<file path="src/rtl/timer_pkg.sv">
// Shared types and constants for the countdown timer: FSM states, BCD digit type,
// digit limits and the preset validity check.
package timer_pkg;

    typedef enum logic [1:0] {
        ST_IDLE,
        ST_RUN,
        ST_PAUSE,
        ST_EXPIRED
    } state_t;

    typedef logic [3:0] bcd_digit_t;

    localparam bcd_digit_t MAX_SEC_TENS = 4'd5;
    localparam bcd_digit_t MAX_DIGIT    = 4'd9;

    function automatic logic preset_valid(input logic [7:0] set_min, input logic [7:0] set_sec);
        return (set_min[7:4] <= MAX_DIGIT) && (set_min[3:0] <= MAX_DIGIT) &&
               (set_sec[7:4] <= MAX_SEC_TENS) && (set_sec[3:0] <= MAX_DIGIT);
    endfunction

endpackage

</file>
<file path="src/rtl/countdown_timer_ctrl_if.sv">
// Command/preset inputs and display/status outputs of the countdown timer.
interface countdown_timer_ctrl_if;

    logic       Start;
    logic       Pause;
    logic       Clear;
    logic       Load;
    logic [7:0] SetMin;
    logic [7:0] SetSec;
    logic [7:0] MinBcd;
    logic [7:0] SecBcd;
    logic       Running;
    logic       Expired;
    logic       Done;
    logic       LoadErr;
    logic       Beep;

    modport master (
        output Start, Pause, Clear, Load, SetMin, SetSec,
        input  MinBcd, SecBcd, Running, Expired, Done, LoadErr, Beep
    );

    modport slave (
        input  Start, Pause, Clear, Load, SetMin, SetSec,
        output MinBcd, SecBcd, Running, Expired, Done, LoadErr, Beep
    );

endinterface

</file>
<file path="src/rtl/countdown_timer_ctrl_prescaler.sv">
// One-second prescaler: counts 0..TICK_DIV-1 while enabled, Tick on the last count.
module tick_prescaler #(
    parameter int unsigned TICK_DIV = 100_000_000
) (
    input  logic Clk,
    input  logic Rst_n,
    input  logic En,
    input  logic Clr,
    output logic Tick,
    output logic FirstHalf
);

    localparam int unsigned   CW   = (TICK_DIV > 1) ? $clog2(TICK_DIV) : 1;
    localparam logic [CW-1:0] LAST = CW'(TICK_DIV - 1);
    localparam logic [CW-1:0] HALF = CW'(TICK_DIV / 2);

    logic [CW-1:0] cnt_q, cnt_d;

    always_comb begin
        cnt_d = cnt_q;
        if (Clr) begin
            cnt_d = '0;
        end else if (En) begin
            cnt_d = (cnt_q == LAST) ? '0 : cnt_q + 1'b1;
        end
    end

    always_ff @(posedge Clk or negedge Rst_n) begin
        if (!Rst_n) begin
            cnt_q <= '0;
        end else begin
            cnt_q <= cnt_d;
        end
    end

    assign Tick      = En && !Clr && (cnt_q == LAST);
    assign FirstHalf = (cnt_q < HALF);

endmodule

</file>
<file path="src/rtl/countdown_timer_ctrl.sv">
// MM:SS BCD countdown timer with IDLE/RUN/PAUSE/EXPIRED control.
// Optional post-expiry alarm on Beep is enabled with macro COUNTDOWN_BEEP_EN.
module countdown_timer_ctrl #(
    parameter int unsigned TICK_DIV  = 100_000_000,
    parameter int unsigned BEEP_SECS = 5
) (
    input logic                   Clk,
    input logic                   Rst_n,
    countdown_timer_ctrl_if.slave bus
);

    import timer_pkg::*;

    state_t     state_q, state_d;
    logic [7:0] min_q, min_d;
    logic [7:0] sec_q, sec_d;
    logic       running_q, expired_q, done_q, load_err_q;
    logic       done_d, load_err_d;
    logic [7:0] min_dec, sec_dec;
    logic       tick, pre_en, pre_clr, load_ok, count_nz, at_one;

    assign load_ok  = preset_valid(bus.SetMin, bus.SetSec);
    assign count_nz = (min_q != '0) || (sec_q != '0);
    assign at_one   = (min_q == '0) && (sec_q == 8'h01);

    // Pause freezes the prescaler in the very cycle it is sampled, so the phase
    // left behind is exactly the one seen when Pause was applied.
    assign pre_clr = bus.Clear || (state_q == ST_IDLE) || ((state_q == ST_EXPIRED) && bus.Load);
`ifdef COUNTDOWN_BEEP_EN
    assign pre_en  = ((state_q == ST_RUN) && !bus.Pause) || (state_q == ST_EXPIRED);
`else
    assign pre_en  = (state_q == ST_RUN) && !bus.Pause;
`endif

`ifdef COUNTDOWN_BEEP_EN
    logic first_half;

    tick_prescaler #(.TICK_DIV(TICK_DIV)) u_prescaler (
        .Clk      (Clk),
        .Rst_n    (Rst_n),
        .En       (pre_en),
        .Clr      (pre_clr),
        .Tick     (tick),
        .FirstHalf(first_half)
    );
`else
    logic unused_first_half;

    tick_prescaler #(.TICK_DIV(TICK_DIV)) u_prescaler (
        .Clk      (Clk),
        .Rst_n    (Rst_n),
        .En       (pre_en),
        .Clr      (pre_clr),
        .Tick     (tick),
        .FirstHalf(unused_first_half)
    );
`endif

    always_comb begin
        sec_dec = sec_q;
        min_dec = min_q;
        if (sec_q[3:0] != 4'd0) begin
            sec_dec[3:0] = sec_q[3:0] - 4'd1;
        end else begin
            sec_dec[3:0] = MAX_DIGIT;
            if (sec_q[7:4] != 4'd0) begin
                sec_dec[7:4] = sec_q[7:4] - 4'd1;
            end else begin
                sec_dec[7:4] = MAX_SEC_TENS;
                if (min_q[3:0] != 4'd0) begin
                    min_dec[3:0] = min_q[3:0] - 4'd1;
                end else begin
                    min_dec[3:0] = MAX_DIGIT;
                    min_dec[7:4] = min_q[7:4] - 4'd1;
                end
            end
        end
    end

    always_comb begin
        state_d    = state_q;
        min_d      = min_q;
        sec_d      = sec_q;
        done_d     = 1'b0;
        load_err_d = 1'b0;
        if (bus.Clear) begin
            state_d = ST_IDLE;
            min_d   = '0;
            sec_d   = '0;
        end else begin
            case (state_q)
                ST_IDLE, ST_EXPIRED: begin
                    if (bus.Load) begin
                        if (load_ok) begin
                            state_d = ST_IDLE;
                            min_d   = bus.SetMin;
                            sec_d   = bus.SetSec;
                        end else begin
                            load_err_d = 1'b1;
                        end
                    end else if ((state_q == ST_IDLE) && bus.Start && count_nz) begin
                        state_d = ST_RUN;
                    end
                end
                ST_RUN: begin
                    if (bus.Pause) begin
                        state_d = ST_PAUSE;
                    end else if (tick) begin
                        if (at_one) begin
                            state_d = ST_EXPIRED;
                            min_d   = '0;
                            sec_d   = '0;
                            done_d  = 1'b1;
                        end else begin
                            min_d = min_dec;
                            sec_d = sec_dec;
                        end
                    end
                end
                ST_PAUSE: begin
                    if (bus.Start && !bus.Pause) begin
                        state_d = ST_RUN;
                    end
                end
                default: state_d = ST_IDLE;
            endcase
        end
    end

    always_ff @(posedge Clk or negedge Rst_n) begin
        if (!Rst_n) begin
            state_q    <= ST_IDLE;
            min_q      <= '0;
            sec_q      <= '0;
            running_q  <= 1'b0;
            expired_q  <= 1'b0;
            done_q     <= 1'b0;
            load_err_q <= 1'b0;
        end else begin
            state_q    <= state_d;
            min_q      <= min_d;
            sec_q      <= sec_d;
            running_q  <= (state_d == ST_RUN);
            expired_q  <= (state_d == ST_EXPIRED);
            done_q     <= done_d;
            load_err_q <= load_err_d;
        end
    end

`ifdef COUNTDOWN_BEEP_EN
    localparam int unsigned BW = (BEEP_SECS > 0) ? $clog2(BEEP_SECS + 1) : 1;

    logic [BW-1:0] secs_left_q, secs_left_d;
    logic          beep_q, beep_d;

    // Seconds of alarm left; armed on expiry, counted down by ticks in EXPIRED.
    always_comb begin
        secs_left_d = secs_left_q;
        if (state_d != ST_EXPIRED) begin
            secs_left_d = '0;
        end else if (state_q == ST_RUN) begin
            secs_left_d = BW'(BEEP_SECS);
        end else if (bus.Load) begin
            secs_left_d = '0;
        end else if (tick && (secs_left_q != '0)) begin
            secs_left_d = secs_left_q - 1'b1;
        end
    end

    assign beep_d = (state_q == ST_EXPIRED) && (state_d == ST_EXPIRED) && !bus.Load &&
                    (secs_left_q != '0) && first_half;

    always_ff @(posedge Clk or negedge Rst_n) begin
        if (!Rst_n) begin
            secs_left_q <= '0;
            beep_q      <= 1'b0;
        end else begin
            secs_left_q <= secs_left_d;
            beep_q      <= beep_d;
        end
    end

    assign bus.Beep = beep_q;
`else
    assign bus.Beep = 1'b0;
`endif

    assign bus.MinBcd  = min_q;
    assign bus.SecBcd  = sec_q;
    assign bus.Running = running_q;
    assign bus.Expired = expired_q;
    assign bus.Done    = done_q;
    assign bus.LoadErr = load_err_q;

endmodule

</file>
<file path="src/flat_wrapper.sv">
// flat-port wrapper written by rule: the top's interface ports become plain ports
module countdown_timer_ctrl_flat import timer_pkg::*;
#(
    parameter int unsigned TICK_DIV  = 100_000_000,
    parameter int unsigned BEEP_SECS = 5
)
  (Clk, Rst_n, bus_Start, bus_Pause, bus_Clear, bus_Load, bus_SetMin, bus_SetSec, bus_MinBcd, bus_SecBcd, bus_Running, bus_Expired, bus_Done, bus_LoadErr, bus_Beep);
  countdown_timer_ctrl_if bus_i ();
  input logic Clk;
  input logic Rst_n;
  input wire logic [$bits(bus_i.Start)-1:0] bus_Start;
  input wire logic [$bits(bus_i.Pause)-1:0] bus_Pause;
  input wire logic [$bits(bus_i.Clear)-1:0] bus_Clear;
  input wire logic [$bits(bus_i.Load)-1:0] bus_Load;
  input wire logic [$bits(bus_i.SetMin)-1:0] bus_SetMin;
  input wire logic [$bits(bus_i.SetSec)-1:0] bus_SetSec;
  output wire logic [$bits(bus_i.MinBcd)-1:0] bus_MinBcd;
  output wire logic [$bits(bus_i.SecBcd)-1:0] bus_SecBcd;
  output wire logic [$bits(bus_i.Running)-1:0] bus_Running;
  output wire logic [$bits(bus_i.Expired)-1:0] bus_Expired;
  output wire logic [$bits(bus_i.Done)-1:0] bus_Done;
  output wire logic [$bits(bus_i.LoadErr)-1:0] bus_LoadErr;
  output wire logic [$bits(bus_i.Beep)-1:0] bus_Beep;
  assign bus_i.Start = bus_Start;
  assign bus_i.Pause = bus_Pause;
  assign bus_i.Clear = bus_Clear;
  assign bus_i.Load = bus_Load;
  assign bus_i.SetMin = bus_SetMin;
  assign bus_i.SetSec = bus_SetSec;
  assign bus_MinBcd = bus_i.MinBcd;
  assign bus_SecBcd = bus_i.SecBcd;
  assign bus_Running = bus_i.Running;
  assign bus_Expired = bus_i.Expired;
  assign bus_Done = bus_i.Done;
  assign bus_LoadErr = bus_i.LoadErr;
  assign bus_Beep = bus_i.Beep;
  countdown_timer_ctrl #(.TICK_DIV(TICK_DIV), .BEEP_SECS(BEEP_SECS)) u_core (.Clk(Clk), .Rst_n(Rst_n), .bus(bus_i));
endmodule
</file>
<file path="config.mk">
export PLATFORM = sky130hd
export DESIGN_NAME = countdown_timer_ctrl_flat
export DESIGN_NICKNAME = d
export VERILOG_FILES = /design/src/rtl/timer_pkg.sv /design/src/rtl/countdown_timer_ctrl_if.sv /design/src/rtl/countdown_timer_ctrl_prescaler.sv /design/src/rtl/countdown_timer_ctrl.sv /design/src/flat_wrapper.sv
export SDC_FILE = /design/constraint.sdc
export NUM_CORES = 1
export LEC_CHECK = 0
export CELL_PAD_IN_SITES_DETAIL_PLACEMENT = 1
export CELL_PAD_IN_SITES_GLOBAL_PLACEMENT = 1
export CORE_ASPECT_RATIO = 2
export CORE_UTILIZATION = 43
export CTS_CLUSTER_SIZE = 10
export DETAILED_ROUTE_END_ITERATION = 12
export PLACE_DENSITY_LB_ADDON = 0.1
export SETUP_SLACK_MARGIN = 0.3
export SYNTH_ARGS = -nofsm -noshare
export SYNTH_HDL_FRONTEND = slang
export SYNTH_SLANG_ARGS = --single-unit
</file>
<file path="constraint.sdc">
create_clock -name Clk -period 2.6 [get_ports Clk]
set_input_delay 0.65 -clock Clk [delete_from_list [all_inputs] [get_ports Clk]]
set_output_delay 0.65 -clock Clk [all_outputs]
set_load 0.05 [all_outputs]
</file>
==> flow_summary_export.csv, run 1 <==
group,metric,value,unit
clocking,clock-sinks,49,
clocking,cts_buffer_depth,2,
worst_setup_path,startpoint,"u_core.bus.MinBcd[3]",
placed_design,postPlaceCellArea,0.00409,mm^2
worst_setup_path,crit_buf_inv,1,
global_route,grt_overflow,0,
cells_and_area,final_common_cell,"dfrtp_1",
clocking,clock_latency,0.30,ns
timing,maxSlewViolCount,0,
clocking,clk_pin_slew,0.07,ns
floorplanning,die-height,126,um
global_route,busiest_layer,"met2",
global_route,grt_max_degree,30,
global_route,use_met2,57.6,%
global_route,antenna_found_initial,0,
cells_and_area,drive_gt1_share,20.8,%
drt,dr.pass1.iters,8,
clocking,clockRootBuffer,"clkbuf_16",
clocking,ctsHoldBuffers,0,
drt,drc_errors,2,
timing,finalCriticalPeriod,2.28,ns
clocking,cts_tree,"yes",
placed_design,post-dp-hpwl,8160,um
global_route,use_met1,25.8,%
worst_setup_path,crit_required,1.95,ns
run,drv_cap,0,
power,leakage,1.93,nW
worst_hold_path,hp-class,"in2async",
worst_setup_path,r2r-start,"u_core.u_prescaler.cnt_q[0]",
clocking,htree_levels,2,
cells_and_area,antenna_cells,0,
worst_setup_path,critPathArrivalTime,1.63,ns
floorplanning,initial_utilization,44.2,%
timing,rsz0062_at_grt,"yes",
timing,worstMarginPinSlew,0.533,ns
worst_setup_path,cp-end-kind,"output pin",
global_route,use_met3,2.43,%
timing,slew_headroom,64.2,%
synthesis,synth_cells,363,
floorplanning,row_count,45,
worst_setup_path,crit_path_cell_trace,"clkdlybuf4s50_1",
global_route,grt_pass1_vias,3556,
drt,drt_wl_total,10900,um
worst_setup_path,crit_fanout,5,
worst_setup_path,crit_path_max_incr_delay,0.85,ns
drt,first_iter_violations,184,
worst_setup_path,criticalPathCategory,"reg2out",
cells_and_area,syn2layout_area_growth,32.1,%
power,power.density,912,mW/mm^2
drt,wl_per_cell,20.7,um
worst_setup_path,critical_path.slowest_cell,"clkdlybuf4s50_1",
status,status,"complete, but fails checks",
worst_setup_path,critPathTopFamily,"buffers and inverters",
floorplanning,dieArea,0.00813,mm^2
synthesis,synth_ff_type,"dfrtp_1",
floorplanning,core,0.00754,mm^2
status,violations,"design-rule violations",
cells_and_area,final_core_utilization,58.3,%
drt,viasPerCell,6.11,
timing,fmax,0.439,GHz
drt,antenna_left,0,
cells_and_area,final_area,0.00440,mm^2
cells_and_area,layout.nets,465,
timing,finalSetupViolations,0,
power,ir_drop,417,uV
global_route,gr-usage-all-layers,28.4,%
synthesis,ys_types,65,
synthesis,synth-edff-count,0,
global_route,grt_pass1_wl,17500,um
placed_design,place_congestion,0.913,
synthesis,synth.avg_cell_area,9.18,um^2
timing,fin_crit_sh,87.7,%
synthesis,ys_ff_latch,49,
timing,skew,0.00770,ns
clocking,numCtsBuffers,5,
floorplanning,fp.dieW,64.2,um
placed_design,port_buffers,41,
synthesis,yosysSeqAreaShare,36.8,%
synthesis,async_flop_share,100,%
worst_setup_path,start_kind,"register",
cells_and_area,final_cell_mix,"dfrtp_1 (40), clkdlybuf4s50_1 (33), nand2_1 (30), buf_4 (30), o21ai_0 (26)",
synthesis,yosysWarnings,0,
floorplanning,ioPinCount,43,
synthesis,syn_area,0.00333,mm^2
synthesis,syn_nets,396,
drt,via_count,3222,
timing,final-hold-violation-count,0,
[kinds of logic after synthesis]
kind of cell               after synthesis  synth area share, %
xor gates and xnor gates                 8                 2.10
DFF                                     49                 36.8
buffers and inverters                   35                 4.66
adders and majority gates               11                 4.13
AOI/OAI and AO/OA                      112                 22.9
and+or+nand+nor                        137                 26.0
muxes                                   10                 3.30
other                                    1                0.113
[worst paths after layout]
| path | slack, ns | endpoint | cells after the start |
|---|---|---|---|
| min in group Clk | 0.49 | u_core.u_prescaler.cnt_q[26] | 1 |
| max reg2reg | 0.37 | u_core.bus.MinBcd[3] | 7 |
| max in group asynchronous | 1.72 | u_core.bus.SecBcd[4] | 2 |
| min | 0.31 | u_core.bus.Expired | 1 |
| max | 0.32 | bus_MinBcd[3] | 1 |
| min reg2reg | 0.49 | u_core.u_prescaler.cnt_q[26] | 1 |
[where the power goes]
part / leakage (nW) / total (W) / internal [W] / switching [W]
sequential: 0.653 / 0.00107 / 0.000890 / 0.000180
combinational: 1.19 / 0.00216 / 0.000907 / 0.00126
clock: 0.0841 / 0.000782 / 0.000482 / 0.000300
[state kept, by name (all words and copies together) (netlist names)]
signal	flops
u_core.bus.Running	1
u_core.bus.MinBcd	8
u_core.bus.LoadErr	1
u_core.bus.Done	1
u_core.state_q	2
u_core.bus.Expired	1
u_core.bus.SecBcd	8
u_core.u_prescaler.cnt_q	27
[repair_timing]
action                                  4_1_cts  5_1_grt
gates cloned                                  0        0
endpoints found under the hold margin         0        0
gates resized for setup                       8       30
endpoints found under the setup margin       17       28
pin swaps                                     2        5
setup buffers                                 0        2
[synthesized netlist by cell type, types with 2 or more instances]
master,count,share of area [%]
o21ba_2,2,0.60
o31ai_1,3,0.68
xnor2_1,4,1.1
nand4b_1,2,0.53
nor4_4,3,1.9
nor4b_1,2,0.53
nor4_1,3,0.56
buf_2,7,1.1
and2_1,4,0.75
o22ai_1,2,0.38
nor2_1,16,1.8
o2bb2ai_1,5,1.3
o21ai_0,29,4.4
a32o_1,3,0.90
o21ai_1,2,0.30
dfrtp_1,49,37
nor3b_1,3,0.68
inv_1,19,2.1
or3_1,2,0.38
nor3_1,6,0.90
a22o_1,9,2.4
nand3_1,19,2.9
nand4_2,2,0.75
buf_4,2,0.45
and3b_1,2,0.53
clkbuf_1,6,0.68
a211o_1,2,0.53
a21oi_1,19,2.9
a21o_1,6,1.4
nand2b_1,8,1.5
and4_1,4,1.1
and3_1,6,1.1
ha_1,11,4.1
mux2_2,2,0.68
nand4_1,9,1.7
nand2_1,31,3.5
xor2_1,4,1.1
nor2b_1,4,0.75
mux2i_1,5,1.5
a31oi_1,9,1.7
o211ai_1,5,1.1
o21a_1,2,0.45
mux2_1,2,0.68
nor3b_2,3,1.1
a41oi_1,5,1.3
[metal layers]
layer  wire length (um)  up-vias  share of wire (%)
li1                   -     1497                  -
met1               3640     1625                 33
met2               6480       68                 59
met3                212       32                1.9
met4                563        0                5.2
met5                  0        -                  0
[final cells by class]
cell class | instances | area, um^2
repair buffers | 78 | 749
multi-input cells | 279 | 2050
clock inverters | 1 | 30.0
well taps | 94 | 118
inverters | 19 | 71.3
clock buffers | 7 | 143
fillers | 878 | 3140
flip-flops and latches | 49 | 1240
[metrics by stage]
| step | std cells | hold WS [ns] | power [W] | setup TNS [ns] | worst slack (ns) |
|---|---|---|---|---|---|
| floorplan | 363 | 0.354 | 0.00229 | 0 | 0.316 |
| global placement | 517 | 0.471 | 0.00302 | -0.598 | -0.0756 |
| detailed placement | 517 | 0.480 | 0.00307 | -1.02 | -0.110 |
| CTS | 525 | 0.332 | 0.00389 | 0 | 0.289 |
| global route | 527 | 0.359 | 0.00421 | 0 | 0.283 |
| finish | 527 | 0.309 | 0.00401 | 0 | 0.321 |
Note: power is estimated with default switching activity, not from simulation.
==> run 2: changes to the inputs <==
--- a/config.mk
+++ b/config.mk
@@ -12,6 +12,7 @@
 export CTS_CLUSTER_SIZE = 10
 export DETAILED_ROUTE_END_ITERATION = 12
 export PLACE_DENSITY_LB_ADDON = 0.1
+export RECOVER_POWER = 100
 export SETUP_SLACK_MARGIN = 0.3
 export SYNTH_ARGS = -nofsm -noshare
 export SYNTH_HDL_FRONTEND = slang
==> run 2 against run 1 <==
Net effect:
- the flow still finishes with violations (design-rule violations)
- total power is 1.6% lower
- cell count is the same
- first-iteration DRC count is 35% lower
- critical path type is now in2reg
- largest cell class unchanged
==> flow_summary_export.csv, run 2 (same netlist as run 1, synthesis figures left out) <==
group,metric,value,unit
floorplanning,initial_utilization,44.2,%
placed_design,placed_cells,517,
status,violations,"design-rule violations",
power,p_sw,0.00173,W
power,power.internal,0.00222,W
placed_design,port_buffers,41,
worst_setup_path,r2r_cells,7,
power,leakage,1.88,nW
cells_and_area,top_register,"u_core.u_prescaler.cnt_q",
clocking,clk_pin_slew,0.07,ns
drt,antenna_left,0,
worst_hold_path,hp-class,"reg2reg",
timing,slew_headroom,25.8,%
power,ir_drop,416,uV
clocking,cts_tree,"yes",
run,drv_cap,0,
cells_and_area,syn2layout_area_growth,30.1,%
worst_setup_path,critPathArrivalTime,2.54,ns
drt,wl_per_cell,20.6,um
global_route,grt_max_degree,30,
timing,final-hold-violation-count,0,
worst_setup_path,reg2reg_to,"u_core.u_prescaler.cnt_q[3]",
cells_and_area,final_common_cell,"dfrtp_1",
cells_and_area,layout.nets,465,
worst_setup_path,startpoint,"bus_SetMin[7]",
worst_setup_path,cp-end-kind,"register",
worst_setup_path,crit_required,2.79,ns
global_route,antenna_found_initial,0,
power,p_clk_share,19.8,%
floorplanning,ioPinCount,43,
power,sw_frac_of_total,43.8,%
timing,fin_crit_sh,90.4,%
clocking,htree_levels,2,
placed_design,place_congestion,0.913,
floorplanning,core,0.00754,mm^2
cells_and_area,drive_gt1_share,19.4,%
worst_setup_path,r2r_setup_slack,0.30,ns
clocking,clock-sinks,49,
cells_and_area,final_area,0.00433,mm^2
power,comb_power_share,53.2,%
timing,fmax,0.426,GHz
floorplanning,row_count,45,
global_route,grt_pass1_vias,3556,
cells_and_area,largest_reg_flops,27,
drt,first_iter_violations,120,
timing,finalCriticalPeriod,2.35,ns
worst_setup_path,criticalPathCategory,"in2reg",
power,power.density,911,mW/mm^2
clocking,numCtsBuffers,5,
timing,maxSlewViolCount,0,
floorplanning,fp.dieW,64.2,um
clocking,cts_buffer_depth,2,
power,sequentialPowerShare,27.0,%
worst_hold_path,hold_path_startpoint,"u_core.u_prescaler.cnt_q[26]",
timing,worstMarginPinSlew,1.11,ns
placed_design,post-dp-hpwl,8160,um
worst_hold_path,min_path_cells,1,
placed_design,postPlaceCellArea,0.00409,mm^2
global_route,grt_pass1_wl,17500,um
drt,drc_errors,2,
clocking,clock_latency,0.30,ns
worst_setup_path,crit_fanout,8,
worst_setup_path,start_kind,"input pin",
floorplanning,dieArea,0.00813,mm^2
global_route,grt_overflow,0,
worst_setup_path,r2r-start,"u_core.u_prescaler.cnt_q[0]",
global_route,gr-usage-all-layers,28.4,%
drt,via_count,3225,
drt,viasPerCell,6.12,
cells_and_area,fin_cells,527,
timing,rsz0062_at_grt,"yes",
clocking,clockRootBuffer,"clkbuf_16",
status,status,"complete, but fails checks",
drt,drt_wl_total,10900,um
drt,dr.pass1.iters,8,
worst_hold_path,hold_path_end,"u_core.u_prescaler.cnt_q[26]",
cells_and_area,antenna_cells,0,
cells_and_area,final_cell_mix,"dfrtp_1 (41), nand2_1 (30), buf_4 (29)",
timing,skew,0.00747,ns
floorplanning,die-height,126,um
timing,finalSetupViolations,0,
==> run 2: cell count changes in the layout (fill, tap and decap cells not counted), moves of 3 or more <==
cell             previous run  this run
clkdlybuf4s50_1            33        16
dlygate4sd3_1               0        17
clkbuf_1                    1         6
dlymetal6s2s_1              5         2
==> run 2: worst max-delay path by stage <==
stage                              endpoint  slack [ns]
3_5_place_dp           u_core.bus.SecBcd[5]       -0.11
4_1_cts                u_core.bus.MinBcd[4]        0.29
5_1_grt        u_core.u_prescaler.cnt_q[26]        0.15
3_3_place_gp           u_core.bus.SecBcd[5]       -0.08
6_report               u_core.bus.MinBcd[2]        0.25
2_1_floorplan          u_core.bus.SecBcd[5]        0.32
==> run 2: power groups by stage <==
stage               combinational (W)  clock [W]  sequential, W
floorplan                    0.000891          0        0.00139
CTS                           0.00203   0.000793        0.00106
detailed placement            0.00199          0        0.00108
global route                  0.00224   0.000819        0.00108
global placement              0.00196          0        0.00106
finish                        0.00210   0.000782        0.00106
==> run 2: final cells by class <==
cell class	count	area, um^2
clock buffers	7	143
clock inverters	1	30.0
fillers	893	3210
inverters	19	71.3
multi-input cells	279	2030
flip-flops and latches	49	1240
well taps	94	118
repair buffers	78	703
==> run 2: repair_timing <==
action                     in CTS  in global routing
hold buffers                    0                  0
setup endpoints to repair      17                 28
pin swaps                       2                  5
buffers inserted                0                  2
resized for setup               8                 30
==> run 2: metrics by stage <==
stage          TNS (ns)  hold slack, ns  total power, W  util [%]  setup slack, ns
3_5_place_dp      -1.02           0.480         0.00307      54.2           -0.110
6_report              0           0.488         0.00395      57.4            0.250
4_1_cts               0           0.332         0.00389      56.8            0.289
5_1_grt               0           0.526         0.00415      57.4            0.153
2_1_floorplan         0           0.354         0.00229         -            0.316
3_3_place_gp     -0.598           0.471         0.00302      54.2          -0.0756
==> run 2: routing by layer <==
layer,wire (um),part of all wire [%],track usage (%)
met4,616,5.7,16.1
met1,3610,33,25.8
met2,6400,59,57.6
met5,0,0,0
met3,224,2.1,2.43
==> run 2: critical path, cell delays in order <==
cell and delay [ns]:
dlygate4sd3_1 0.56, o21ai_0 0.10, buf_4 0.13, and4_1 0.19, a2bb2oi_1 0.15, buf_4 0.17
and2_0 0.17, buf_4 0.17, a32o_1 0.24
==> run 3: changes to the inputs <==
--- a/config.mk
+++ b/config.mk
@@ -5,10 +5,11 @@
 export SDC_FILE = /design/constraint.sdc
 export NUM_CORES = 1
 export LEC_CHECK = 0
+export ABC_AREA = 1
 export CELL_PAD_IN_SITES_DETAIL_PLACEMENT = 1
 export CELL_PAD_IN_SITES_GLOBAL_PLACEMENT = 1
 export CORE_ASPECT_RATIO = 2
-export CORE_UTILIZATION = 43
+export CORE_UTILIZATION = 40
 export CTS_CLUSTER_SIZE = 10
 export DETAILED_ROUTE_END_ITERATION = 12
 export PLACE_DENSITY_LB_ADDON = 0.1
==> run 3 against run 2 <==
Net effect:
- global-route usage fell by 2.1 points
- clock skew is 0.0039 ns lower
- largest power group unchanged
- the flow now finishes without violations
- synthesized cell count up 27%
- via count rose by 1.6%
- sequential share of layout area up 2.4 points
- total power fell by 16%
- largest cell class unchanged
==> flow_summary_export.csv, run 3 <==
group,metric,value,unit
worst_setup_path,r2r-start,"u_core.u_prescaler.cnt_q[0]",
drt,via_count,3277,
synthesis,synth_top_family_by_area,"simple AND/OR/NAND/NOR gates",
clocking,clockRootBuffer,"clkbuf_16",
worst_setup_path,crit_buf_inv,1,
clocking,clock-sinks,49,
placed_design,placed_cells,596,
synthesis,yosys.area.top_type,"dfrtp_1",
floorplanning,core,0.00800,mm^2
floorplanning,die-height,131,um
run,drv_cap,0,
worst_setup_path,r2r_setup_slack,0.44,ns
synthesis,syn_area,0.00331,mm^2
floorplanning,dieArea,0.00867,mm^2
worst_setup_path,reg2reg_to,"u_core.u_prescaler.cnt_q[26]",
global_route,gr-usage-all-layers,26.3,%
drt,viasPerCell,5.43,
synthesis,yosys.area_share.simple,32.3,%
global_route,grt_pass1_wl,16900,um
global_route,antenna_found_initial,0,
cells_and_area,final_cell_mix,"nand2_1 (112), inv_1 (58), dfrtp_1 (48)",
timing,fin_crit_sh,88.7,%
cells_and_area,layout.nets,540,
power,power.density,831,mW/mm^2
worst_setup_path,crit_path_max_incr_delay,0.91,ns
worst_hold_path,hold_path_startpoint,"u_core.bus.MinBcd[1]",
timing,maxSlewViolCount,0,
drt,drt_wl_total,10400,um
timing,finalSetupViolations,0,
worst_setup_path,cp-end-kind,"output pin",
worst_setup_path,crit_path_cell_trace,"dlygate4sd3_1",
timing,fmax,0.433,GHz
timing,slew_headroom,19.6,%
cells_and_area,antenna_cells,0,
floorplanning,fp.dieW,66.3,um
drt,drc_errors,0,
global_route,grt_overflow,0,
synthesis,yosysMostFrequentCell,"nand2_1",
synthesis,synth_ff_type,"dfrtp_1",
drt,dr.pass1.iters,4,
worst_setup_path,critical_path.slowest_cell,"dlygate4sd3_1",
clocking,clock_latency,0.29,ns
cells_and_area,fin_cells,603,
clocking,postCtsSetupRepairBufs,0,
global_route,grt_max_degree,30,
timing,worstMarginPinSlew,1.21,ns
synthesis,synth_xor_area_share,3.17,%
synthesis,synth_fa_ha_area_share,4.16,%
synthesis,synth_mux_area_share,0,%
clocking,clk_pin_slew,0.06,ns
synthesis,synth_common_cells,"nand2_1 (112), inv_1 (58), dfrtp_1 (49), nor2_1 (43), o21ai_0 (43)",
placed_design,place_congestion,0.841,
worst_setup_path,critPathArrivalTime,1.66,ns
power,leakage,1.80,nW
synthesis,synth_compound_area_share,14.5,%
global_route,grt_pass1_vias,3570,
floorplanning,initial_utilization,41.4,%
synthesis,synth_cells,461,
drt,first_iter_violations,99,
synthesis,async_flop_share,100,%
timing,fin_setup_tns,0,ns
worst_hold_path,hold_path_end,"u_core.bus.MinBcd[1]",
synthesis,ys_ff_latch,49,
timing,finalCriticalPeriod,2.31,ns
synthesis,yosysWarnings,0,
clocking,cts_buffer_depth,2,
clocking,cts_tree,"yes",
cells_and_area,drive_gt1_share,7.69,%
worst_setup_path,critPathTopFamily,"buffers and inverters",
timing,fin_ws,0.293,ns
drt,antenna_left,0,
synthesis,ys_types,39,
synthesis,yosysSeqAreaShare,37.0,%
synthesis,synth_area_leaders,"dfrtp_1 (37%), nand2_1 (13%), inv_1 (6.6%), o21ai_0 (6.5%), nand3_1 (5.6%)",
timing,rsz0062_at_grt,"no",
floorplanning,row_count,46,
synthesis,synth-edff-count,0,
placed_design,post-dp-hpwl,8190,um
placed_design,port_buffers,41,
status,status,"finished, final reports clean",
clocking,htree_levels,2,
power,ir_drop,377,uV
worst_hold_path,min_path_cells,2,
clocking,numCtsBuffers,5,
cells_and_area,final_common_cell,"nand2_1",
synthesis,netlist.area_leader.share,37.0,%
cells_and_area,syn2layout_area_growth,20.0,%
timing,final-hold-violation-count,0,
worst_hold_path,hp-class,"reg2reg",
synthesis,synth.avg_cell_area,7.18,um^2
floorplanning,ioPinCount,43,
placed_design,place_ws,0.125,ns
drt,wl_per_cell,17.2,um
synthesis,syn_nets,494,
cells_and_area,final_core_utilization,49.6,%
cells_and_area,largest_reg_flops,27,
worst_setup_path,crit_fanout,6,
clocking,ctsHoldBuffers,0,
worst_setup_path,r2r_cells,10,
timing,skew,0.00360,ns
worst_setup_path,start_kind,"register",
worst_setup_path,crit_required,1.95,ns
cells_and_area,top_register,"u_core.u_prescaler.cnt_q",
worst_setup_path,criticalPathCategory,"reg2out",
==> run 3: worst reg2reg max path, stage by stage (launching register included) <==
cell	delay (ns)
dfrtp_1	0.39
ha_1	0.22
nand2_2	0.11
nor2_8	0.14
nand2_4	0.08
nor2_1	0.30
inv_1	0.18
nor2_2	0.19
nand3_1	0.16
xor2_1	0.18
o21ai_0	0.14
==> run 3: per-layer routing <==
metal / up-vias / track usage [%] / part of all wire, %
li1: 1588 / - / -
met3: 21 / 2.86 / 2.0
met2: 61 / 55.8 / 61
met1: 1607 / 22.7 / 34
met4: 0 / 11.9 / 3.5
met5: - / 0 / 0
==> run 3: cell type report <==
cell class | instances | area [um^2]
Clock buffer | 7 | 143
Fill cell | 1072 | 4030
Inverter | 60 | 225
Multi-Input combinational cell | 342 | 1800
Sequential cell | 49 | 1230
Tap cell | 96 | 120
Timing Repair Buffer | 49 | 460
==> run 3: worst max path at each step <==
stage / startpoint / end / slack (ns) / cells after the start
2_1_floorplan: u_core.bus.SecBcd[0] / u_core.bus.MinBcd[7] / 0.65 / 10
3_5_place_dp: bus_Clear / u_core.bus.MinBcd[5] / 0.12 / 11
3_3_place_gp: bus_Clear / u_core.bus.MinBcd[5] / 0.21 / 11
5_1_grt: bus_Pause / u_core.bus.SecBcd[7] / 0.16 / 11
6_report: u_core.bus.SecBcd[2] / bus_SecBcd[2] / 0.29 / 1
4_1_cts: u_core.bus.SecBcd[2] / bus_SecBcd[2] / 0.37 / 1
==> run 3: power by group <==
part	switching (W)	internal, W
registers	0.000123	0.000878
clock network	0.000284	0.000379
logic	0.00112	0.000512
==> run 3: per-stage QoR <==
step                total power (W)  hold WS [ns]  cell area, um^2
CTS                         0.00336         0.346             3990
detailed placement          0.00268         0.519             3840
global route                0.00353         0.564             3970
floorplan                   0.00213         0.354             3310
finish                      0.00330         0.528             3970
global placement            0.00263         0.497             3840
==> run 3: cells by family after synthesis <==
group	Yosys count
AND/OR/NAND/NOR	230
AO/OA/AOI/OAI	88
buffers and inverters	70
flip-flops	49
XOR/XNOR	12
adder cells (fa/ha/maj)	11
other	1
==> run 3: timing repair <==
item	4_1_cts	5_1_grt
endpoints found under the hold margin	0	0
setup endpoints to repair	0	15
resized for setup	0	10
